$ cat config.mk
export PLATFORM = sky130hd
export DESIGN_NAME = cacheline_adapter
export DESIGN_NICKNAME = d
export VERILOG_FILES = /design/src/rtl/lsu_types_pkg.sv /design/src/rtl/cacheline_adapter.sv
export SDC_FILE = /design/constraint.sdc
export NUM_CORES = 1
export LEC_CHECK = 0
export BUFFER_PORTS_ARGS = -buffer_cell sky130_fd_sc_hd__buf_2
export CAP_MARGIN = 25
export CORE_AREA = 2 2 288 290
export DETAILED_ROUTE_END_ITERATION = 10
export DIE_AREA = 0 0 290 292
export MAX_ROUTING_LAYER = met4
export PLACE_DENSITY = 0.52
export SYNTH_ARGS = -nofsm -noshare
export SYNTH_HDL_FRONTEND = slang
export SYNTH_SLANG_ARGS = --single-unit
export TNS_END_PERCENT = 30
$ cat constraint.sdc
create_clock -name clk -period 7.3 [get_ports clk]
set_clock_uncertainty 0.1 [all_clocks]
set_input_delay 1.825 -clock clk [delete_from_list [all_inputs] [get_ports clk]]
set_output_delay 1.825 -clock clk [all_outputs]
set_load 0.01 [all_outputs]
$ cat src/rtl/lsu_types_pkg.sv
// -----------------------------------------------------------------------------
// lsu_types_pkg
// Types and sizes shared by the LSU, the dcache and the cacheline adapter.
//   CACHELINE_BITS  : width of one dcache line
//   BURST_BEAT_BITS : width of one beat on the banked burst memory
//   BURST_BEATS     : beats needed to move one line
//   cl_adapter_state_t : control states of the cacheline adapter
// -----------------------------------------------------------------------------
package lsu_types_pkg;

    localparam int CACHELINE_BITS  = 256;
    localparam int BURST_BEAT_BITS = 64;
    localparam int BURST_BEATS     = CACHELINE_BITS / BURST_BEAT_BITS;

    typedef enum logic [2:0] {
        IDLE    = 3'd0,
        RD_REQ  = 3'd1,
        RD_DATA = 3'd2,
        WR_DATA = 3'd3,
        DONE    = 3'd4
    } cl_adapter_state_t;

endpackage : lsu_types_pkg

$ cat src/rtl/cacheline_adapter.sv
// -----------------------------------------------------------------------------
// cacheline_adapter
// Splits one dcache line request into a burst of beats on the banked burst
// memory and reassembles returned beats into a line. One line transaction is
// in flight at a time.
//
// Ports
//   clk, rst            : clock; synchronous active-low reset
//   ufp_addr            : line address from the dcache (offset bits ignored)
//   ufp_read/ufp_write  : line request (read has priority when both are set)
//   ufp_wdata           : line to write
//   ufp_rdata           : last assembled read line
//   ufp_resp            : one-cycle completion pulse
//   bmem_addr           : line-aligned burst address
//   bmem_read           : burst read command, held until bmem_ready
//   bmem_write          : write beat valid, beat advances on bmem_ready
//   bmem_wdata          : current write beat (lowest beat first)
//   bmem_ready          : memory accepts command or beat this cycle
//   bmem_raddr          : line address tagging a returned beat
//   bmem_rdata          : returned beat
//   bmem_rvalid         : returned beat valid
//   err                 : sticky protocol-error flag
// -----------------------------------------------------------------------------
module cacheline_adapter
    import lsu_types_pkg::*;
#(
    parameter int ADDR_WIDTH = 32,
    parameter int LINE_WIDTH = CACHELINE_BITS,
    parameter int BEAT_WIDTH = BURST_BEAT_BITS
) (
    input  logic                  clk,
    input  logic                  rst,

    input  logic [ADDR_WIDTH-1:0] ufp_addr,
    input  logic                  ufp_read,
    input  logic                  ufp_write,
    input  logic [LINE_WIDTH-1:0] ufp_wdata,
    output logic [LINE_WIDTH-1:0] ufp_rdata,
    output logic                  ufp_resp,

    output logic [ADDR_WIDTH-1:0] bmem_addr,
    output logic                  bmem_read,
    output logic                  bmem_write,
    output logic [BEAT_WIDTH-1:0] bmem_wdata,
    input  logic                  bmem_ready,
    input  logic [ADDR_WIDTH-1:0] bmem_raddr,
    input  logic [BEAT_WIDTH-1:0] bmem_rdata,
    input  logic                  bmem_rvalid,

    output logic                  err
);

    localparam int BEATS  = LINE_WIDTH / BEAT_WIDTH;
    localparam int CNT_W  = (BEATS > 1) ? $clog2(BEATS) : 1;
    localparam int OFFS_W = $clog2(LINE_WIDTH / 8);
    localparam logic [CNT_W-1:0] LAST_BEAT = CNT_W'(BEATS - 1);

    cl_adapter_state_t     state_q, state_d;
    logic [ADDR_WIDTH-1:0] addr_q, addr_d;
    logic [LINE_WIDTH-1:0] wdata_q, wdata_d;
    logic [LINE_WIDTH-1:0] line_q, line_d;
    logic [CNT_W-1:0]      beat_cnt_q, beat_cnt_d;
    logic                  err_q, err_d;

    logic [ADDR_WIDTH-1:0] aligned_addr_s;
    logic                  beat_hit_s;

    // Line-align the incoming address by forcing the byte-offset bits to zero
    assign aligned_addr_s = {ufp_addr[ADDR_WIDTH-1:OFFS_W], {OFFS_W{1'b0}}};

    // Next-state and datapath update for the transaction controller
    always_comb begin
        state_d    = state_q;
        addr_d     = addr_q;
        wdata_d    = wdata_q;
        line_d     = line_q;
        beat_cnt_d = beat_cnt_q;
        err_d      = err_q;

        // A returned beat only counts while collecting a read and only when
        // it is tagged with our own line; anything else is a protocol error.
        beat_hit_s = (state_q == RD_DATA) && bmem_rvalid && (bmem_raddr == addr_q);

        if (bmem_rvalid && !beat_hit_s) begin
            err_d = 1'b1;
        end else begin
            err_d = err_q;
        end

        case (state_q)
            IDLE: begin
                if (ufp_read) begin
                    addr_d  = aligned_addr_s;
                    state_d = RD_REQ;
                end else if (ufp_write) begin
                    addr_d     = aligned_addr_s;
                    wdata_d    = ufp_wdata;
                    beat_cnt_d = '0;
                    state_d    = WR_DATA;
                end else begin
                    state_d = IDLE;
                end
            end
            RD_REQ: begin
                if (bmem_ready) begin
                    beat_cnt_d = '0;
                    state_d    = RD_DATA;
                end else begin
                    state_d = RD_REQ;
                end
            end
            RD_DATA: begin
                if (beat_hit_s) begin
                    line_d[int'(beat_cnt_q) * BEAT_WIDTH +: BEAT_WIDTH] = bmem_rdata;
                    beat_cnt_d = beat_cnt_q + CNT_W'(1);
                    if (beat_cnt_q == LAST_BEAT) begin
                        state_d = DONE;
                    end else begin
                        state_d = RD_DATA;
                    end
                end else begin
                    state_d = RD_DATA;
                end
            end
            WR_DATA: begin
                // A stall leaves the counter, and therefore the beat, unchanged
                if (bmem_ready) begin
                    beat_cnt_d = beat_cnt_q + CNT_W'(1);
                    if (beat_cnt_q == LAST_BEAT) begin
                        state_d = DONE;
                    end else begin
                        state_d = WR_DATA;
                    end
                end else begin
                    state_d = WR_DATA;
                end
            end
            DONE: begin
                beat_cnt_d = '0;
                state_d    = IDLE;
            end
            default: begin
                beat_cnt_d = '0;
                state_d    = IDLE;
            end
        endcase
    end

    // Output decode from registered state only; nothing passes through from ufp_*
    always_comb begin
        bmem_read  = (state_q == RD_REQ);
        bmem_write = (state_q == WR_DATA);
        ufp_resp   = (state_q == DONE);
        ufp_rdata  = line_q;
        err        = err_q;
        if (bmem_read || bmem_write) begin
            bmem_addr = addr_q;
        end else begin
            bmem_addr = '0;
        end
        if (bmem_write) begin
            bmem_wdata = wdata_q[int'(beat_cnt_q) * BEAT_WIDTH +: BEAT_WIDTH];
        end else begin
            bmem_wdata = '0;
        end
    end

    // State registers with synchronous active-low reset
    always_ff @(posedge clk) begin
        if (!rst) begin
            state_q    <= IDLE;
            addr_q     <= '0;
            wdata_q    <= '0;
            line_q     <= '0;
            beat_cnt_q <= '0;
            err_q      <= 1'b0;
        end else begin
            state_q    <= state_d;
            addr_q     <= addr_d;
            wdata_q    <= wdata_d;
            line_q     <= line_d;
            beat_cnt_q <= beat_cnt_d;
            err_q      <= err_d;
        end
    end

endmodule : cacheline_adapter

==> results.md, run 1 <==
* Clock latency reported for the late side of the worst-skew pair at 0.63 ns
* CTS Buf Count at 61
* Post-synthesis register bit count at 545
* Initial antenna violation count at 28
* Critical path class: reg -> out
* First-pass GRT wire length at 126 mm
* Post-synth EDFFs at 0
* Largest net degree at the start of global routing at 220
* Via count at 20899
* Maximum clock insertion buffer count at 3
* Hpwl dp at 55.7 mm
* Crit path launch type: flip-flop
* Drt first-iter violations at 1271
* Post-cts resize count at 0
* Post-synthesis sequential area ratio at 48.7%
* Max Clk Rate at 0.191 GHz
* CTS tree: built
* Post-synthesis cell type count at 37
* Clock transition at the registers of the reported paths at 0.06 ns
* Compound-gate portion of the synthesized area at 12.6%
* Drc violations at 0
* RSZ-0062 raised after global routing: no
* P&R area growth vs syn at 29.5%
* Top cell type's share of synthesized area at 48.7%
* Count of buffers from port buffering at 735
* Placer Congestion at 0.852
* CTS H-tree depth at 2
* Tcrit/Tclk final at 71.6%
* Die height at 292 um
* XOR/XNOR Fraction of Synth Area at 0.900%
* Sw Ratio at 24.9%
* Max Cap Viol at 0
* Int Power at 0.00527 W
* CTS sink cnt at 545
* Post-synthesis cell area at 0.0224 mm^2
* Power per Cell Area at 242 mW/mm^2
* Core area at 0.0816 mm^2
* Warnings, synthesis at 0
* CP endpoint kind: output pin
* Status: complete, no violations
* Share of layout cells above drive strength 1 at 28.5%
* Routed len/inst at 19.1 um
* Io pins at 746
* Register share of total power at 44.9%
* Post-CTS setup buffers at 0
* Data required, critical path at 5.38 ns
* Post-Synth Adder-Cell Area at 0.279%
* Starting Density at 27.4%
* Most common cell after layout, fill and taps aside: buf_2
* Async SR Flop Fraction at 0%
* Comb power frac at 8.1%
* Avg Inst Size Synth at 8.42 um^2
* Slew Limit Fails at 0
* Psw at 0.00174 W
* Root buf cell: clkbuf_16
* Die ar. at 0.0847 mm^2
* # hold bufs at CTS at 0
* Power Total at 0.00701 W
* Largest family of logic cells by synthesized area: simple AND/OR/NAND/NOR gates
* Max-Slew Margin vs Limit at 29.9%
* Pleak at 11.7 nW
* Peak supply drop at 174 uV
* Cells after synthesis at 2659
* Critical Path AT at 3.30 ns
* Clock power frac at 47.0%
* Die Span X at 290 um
* Worst Hold Class: reg -> reg
* Synth top area cells: dfxtp_1 (49%), a21oi_1 (12%), nand2_1 (9.5%)
* Hold Fails Final Rpt at 0
* Synth Flop Type: dfxtp_1
* Min Tclk post-route at 5.22 ns
* NumNets Final at 3639
* Antenna violation net count after detailed routing at 0
* Max FO, Critical Path at 36
* Synth Area in Simple Gates at 26.2%
* Setup TNS at 0 ns
* Vias in the first global route at 20239
* Drt via density at 4.76
* Final Setup Violations at 0
* Worst-case reg-to-reg path depth at 7
* Post-synth top area cell: dfxtp_1
* Total GRT Usage at 19.5%
* Most frequent cells in the layout: buf_2 (735), nand2_1 (567), a21oi_1 (542), dfxtp_1 (542), nand2b_1 (262)
* Least-Margin Pin Slew at 1.05 ns
* Mux contribution to synthesized area at 6.44%
* Drt total wl at 84.1 mm
* Std cell rows at 105
* Worst hold path depth at 2
* Remaining global-route overflow at 0
* DRT Pass-1 Iters at 6
[per-layer routing]
layer  global-route usage (%)  part of all wire (%)  vias to the layer above
li1                         -                     -                    10171
met2                     32.7                    50                      604
met1                     22.6                    40                     9981
met4                     8.12                   3.5                        0
met5                        -                     0                        -
met3                     4.29                   6.0                      143
[synth_stat cells, types with 2 or more instances]
library cell / count
nand4_2: 2
nand2_1: 567
xor2_1: 21
buf_4: 31
clkbuf_1: 181
dfxtp_1: 545
nor4_1: 7
nor3b_1: 3
o211ai_1: 2
buf_1: 6
and2_1: 29
nand3_1: 257
nand2b_1: 262
xnor2_1: 2
ha_1: 5
nor2b_1: 4
nor4_2: 4
and3_1: 64
buf_2: 22
nor3_1: 5
a21oi_1: 542
inv_1: 13
o21a_1: 2
nor2_1: 5
o21ai_0: 3
mux4_2: 64
[cell families (layout without fill, tap and decap cells)]
group | Yosys count | after routing
simple gates | 1211 | 1211
compound gates | 556 | 556
flops | 545 | 545
buf+inv | 254 | 887
mux | 64 | 64
xor+xnor | 23 | 23
fa+ha+maj | 5 | 5
other cells | 1 | 30
[sequential cells by signal, indices dropped and copies added, names as in the netlist]
signal / flops
ufp_rdata: 256
beat_cnt_q: 2
state_q: 3
addr_q: 27
err: 1
wdata_q: 256
[cell type report]
| cell class | instances | area (um^2) |
|---|---|---|
| diodes | 25 | 62.6 |
| clock buffers | 89 | 1780 |
| clock inverters | 26 | 368 |
| fillers | 8718 | 52600 |
| inverters | 14 | 60.1 |
| multi-input cells | 1864 | 10500 |
| flip-flops and latches | 545 | 10900 |
| well taps | 1070 | 1340 |
| repair buffers | 758 | 3990 |
[path summary, 6_finish.rpt]
check	end	slack [ns]	start
worst max register to register	ufp_rdata[29]	3.82	state_q[1]
worst max-delay path	bmem_wdata[36]	2.08	beat_cnt_q[0]
worst min register to register	wdata_q[158]	0.35	wdata_q[158]
worst min-delay path	wdata_q[158]	0.35	wdata_q[158]
[critical path, cell delays in order (launching register included)]
cell and delay, ns:
dfxtp_4 0.85, buf_4 0.74, mux4_2 0.59, and3_1 0.24, buf_2 0.17
[power groups by stage]
stage	clock (W)	sequential [W]	combinational, W
5_1_grt	0.00349	0.00316	0.000633
2_1_floorplan	0	0.00317	0.000338
6_report	0.00329	0.00315	0.000570
3_3_place_gp	0	0.00321	0.000560
3_5_place_dp	0	0.00321	0.000562
4_1_cts	0.00339	0.00315	0.000564
[per-stage QoR]
step	instances	instance area [um^2]	setup WS, ns	utilization, %	hold slack (ns)
after floorplan	2663	22400	3.53	-	0.333
after global placement	4249	26700	2.53	32.8	0.339
after detailed placement	4249	26700	2.51	32.8	0.345
after CTS	4364	28900	1.89	35.4	0.353
after global routing	4390	29000	1.81	35.5	0.365
final	4391	29000	2.08	35.5	0.353
No activity file was read; power rests on OpenSTA's default activity.
==> run 2, diff against run 1 <==
- clock period: 7.3 -> 4.9 ns (I/O delays scaled with it)
==> run 2 against run 1 <==
  * Hold slack lost 0.00087 ns
  * Sequential power rose by 49%
  * Die area unchanged
  * Combinational power rose by 56%
  * Cell count increased by 0.57%
  * Total power up 51%
  * Global-route usage rose by 0.35 points
  * Routed wire length increased by 1.3%
  * Count of clock-buffer cells in the layout increased by 9
  * Critical path type unchanged
==> results.md, run 2 (synthesis results as in run 1) <==
* Die Span X at 290 um (unchanged)
* DRT Pass-1 Iters at 5 (was 6)
* Final hold slack at 0.352 ns (was 0.353 ns)
* # hold bufs at CTS at 0 (unchanged)
* Die ar. at 0.0847 mm^2 (unchanged)
* Status: complete, no violations (unchanged)
* Inst Count DP at 4266 (was 4249)
* Crit path launch type: flip-flop (unchanged)
* CP endpoint kind: output pin (unchanged)
* Non-Filler Instances at 4416 (was 4391)
* Drc violations at 0 (unchanged)
* Hold Fails Final Rpt at 0 (unchanged)
* CTS Buf Count at 67 (was 61)
* Final Setup Violations at 0 (unchanged)
* Power Total at 0.0106 W (was 0.00701 W)
* Critical path class: reg -> out (unchanged)
* Hold endpoint: wdata_q[186] (was wdata_q[158])
* Initial antenna violation count at 35 (was 28)
* FF-to-FF setup slack at 1.69 ns (was 3.82 ns)
* First-pass GRT wire length at 127 mm (was 126 mm)
* CTS H-tree depth at 3 (was 2)
* Critical Path AT at 2.87 ns (was 3.30 ns)
* Most frequent cells in the layout: buf_2 (735), nand2_1 (567), a21oi_1 (542), dfxtp_1 (542), nand2b_1 (262) (unchanged)
* Max FO, Critical Path at 39 (was 36)
* NumNets Final at 3660 (was 3639)
* Post-CTS setup buffers at 0 (unchanged)
* Dpl cell area at 0.0271 mm^2 (was 0.0267 mm^2)
* P&R area growth vs syn at 31.0% (was 29.5%)
* Register share of total power at 44.2% (was 44.9%)
* RSZ-0062 raised after global routing: no (unchanged)
* Drt total wl at 85.1 mm (was 84.1 mm)
* Int Power at 0.00790 W (was 0.00527 W)
* Root buf cell: clkbuf_16 (unchanged)
* Clock transition at the registers of the reported paths at 0.06 ns (about the same)
* Largest net degree at the start of global routing at 163 (was 220)
* Slowest CP cell: dfxtp_4 (unchanged)
* Max Cap Viol at 0 (unchanged)
* Via count at 21134 (was 20899)
* R2r startpoint: state_q[1] (unchanged)
* Sw Ratio at 25.3% (was 24.9%)
* Worst hold path depth at 2 (unchanged)
* Max Clk Rate at 0.238 GHz
* Post-cts resize count at 0 (unchanged)
* Min Tclk post-route at 4.20 ns
* Io pins at 746 (unchanged)
* Psw at 0.00267 W (was 0.00174 W)
* Tcrit/Tclk final at 85.6%
* Peak supply drop at 226 uV (was 174 uV)
* Placer Congestion at 0.861 (was 0.852)
* Total GRT Usage at 19.9% (was 19.5%)
* Max incr delay on CP at 0.88 ns (was 0.85 ns)
* Max-Slew Margin vs Limit at 36.9% (was 29.9%)
* Core area at 0.0816 mm^2 (unchanged)
* CTS sink cnt at 545 (unchanged)
* Slew Limit Fails at 0 (unchanged)
* Remaining global-route overflow at 0 (unchanged)
* Share of layout cells above drive strength 1 at 28.8% (was 28.5%)
* Drt first-iter violations at 1171 (was 1271)
* Worst-case reg-to-reg path depth at 8 (was 7)
* Die height at 292 um (unchanged)
* Starting Density at 27.4% (unchanged)
* Routed len/inst at 19.3 um (was 19.1 um)
* Count of buffers from port buffering at 735 (unchanged)
* Pleak at 11.8 nW (was 11.7 nW)
* Vias in the first global route at 20269 (was 20239)
* Data required, critical path at 3.58 ns (was 5.38 ns)
* Clock power frac at 47.4% (was 47.0%)
* Hpwl dp at 57.4 mm (was 55.7 mm)
* Worst path cell trace: buf_12 > mux4_2 > and3_1 > buf_2 (was buf_4 > mux4_2 > and3_1 > buf_2)
* Antenna violation net count after detailed routing at 0 (unchanged)
* Comb power frac at 8.4% (was 8.1%)
* Clock latency reported for the late side of the worst-skew pair at 0.60 ns (was 0.63 ns)
* Std cell rows at 105 (unchanged)
* CP Launch Point: beat_cnt_q[0] (unchanged)
* CTS tree: built (unchanged)
* Drt via density at 4.79 (was 4.76)
* Startpoint of the worst hold path: wdata_q[186] (was wdata_q[158])
* Worst Hold Class: reg -> reg (unchanged)
* Post-route cell area at 0.0293 mm^2 (was 0.0290 mm^2)
* Maximum clock insertion buffer count at 3 (unchanged)
* Most common cell after layout, fill and taps aside: buf_2 (unchanged)
* Setup TNS at 0 ns (unchanged)
* R2r endpoint: ufp_rdata[22] (was ufp_rdata[29])
* Power per Cell Area at 360 mW/mm^2 (was 242 mW/mm^2)
* Least-Margin Pin Slew at 0.943 ns (was 1.05 ns)
==> run 2: changes by cell type in the layout (fill, tap and decap cells not counted), sizes merged <==
cell / change
buf: +15
bufinv: -4
clkbuf: +9
clkinv: -3
clkinvlp: -1
diode: +8
inv: +1
==> run 2: cell type report <==
cell class | instances | area, um^2
antenna | 33 | 82.6
clock buffer | 98 | 1950
clock inverter | 19 | 249
fill | 8764 | 52200
inverter | 14 | 60.1
multi-input combinational | 1864 | 10500
sequential | 545 | 10900
tap | 1070 | 1340
timing repair buffer | 773 | 4270
==> run 2: routing by layer <==
layer  vias up  global-route usage (%)  wire length [um]
li1      10217                       -                 -
met1     10109                    22.7             34500
met5         -                       -                 0
met4         0                    9.78              3540
met2       639                    32.7             42200
met3       169                    4.76              4870
==> run 2: how the worst max path moves through the flow <==
stage	cells past startpoint	slack [ns]	end
final	4	0.70	bmem_wdata[22]
after global placement	7	1.0	ufp_rdata[69]
after CTS	4	0.60	bmem_wdata[7]
after floorplan	4	1.73	bmem_wdata[23]
after detailed placement	9	0.96	ufp_rdata[18]
after global routing	4	0.53	bmem_wdata[22]
==> run 2: power groups by stage <==
stage | logic [W] | registers (W) | clock network (W)
CTS | 0.000897 | 0.00468 | 0.00516
global route | 0.000984 | 0.00470 | 0.00533
finish | 0.000889 | 0.00468 | 0.00501
floorplan | 0.000504 | 0.00472 | 0
global placement | 0.000876 | 0.00477 | 0
detailed placement | 0.000895 | 0.00477 | 0
==> run 2: worst max-delay path: cells and delay by family, from the launching register on <==
family / cells / cell delay [ns]
buffers and inverters: 2 / 0.49
multiplexers: 1 / 0.58
AND/OR/NAND/NOR: 1 / 0.21
flip-flops: 1 / 0.88
==> run 2: metrics by stage <==
| step | util (%) | worst slack (ns) |
|---|---|---|
| after CTS | 35.9 | 0.605 |
| after floorplan | - | 1.73 |
| final | 36.0 | 0.704 |
| after global routing | 36.0 | 0.528 |
| after detailed placement | 33.2 | 0.962 |
| after global placement | 33.1 | 0.996 |
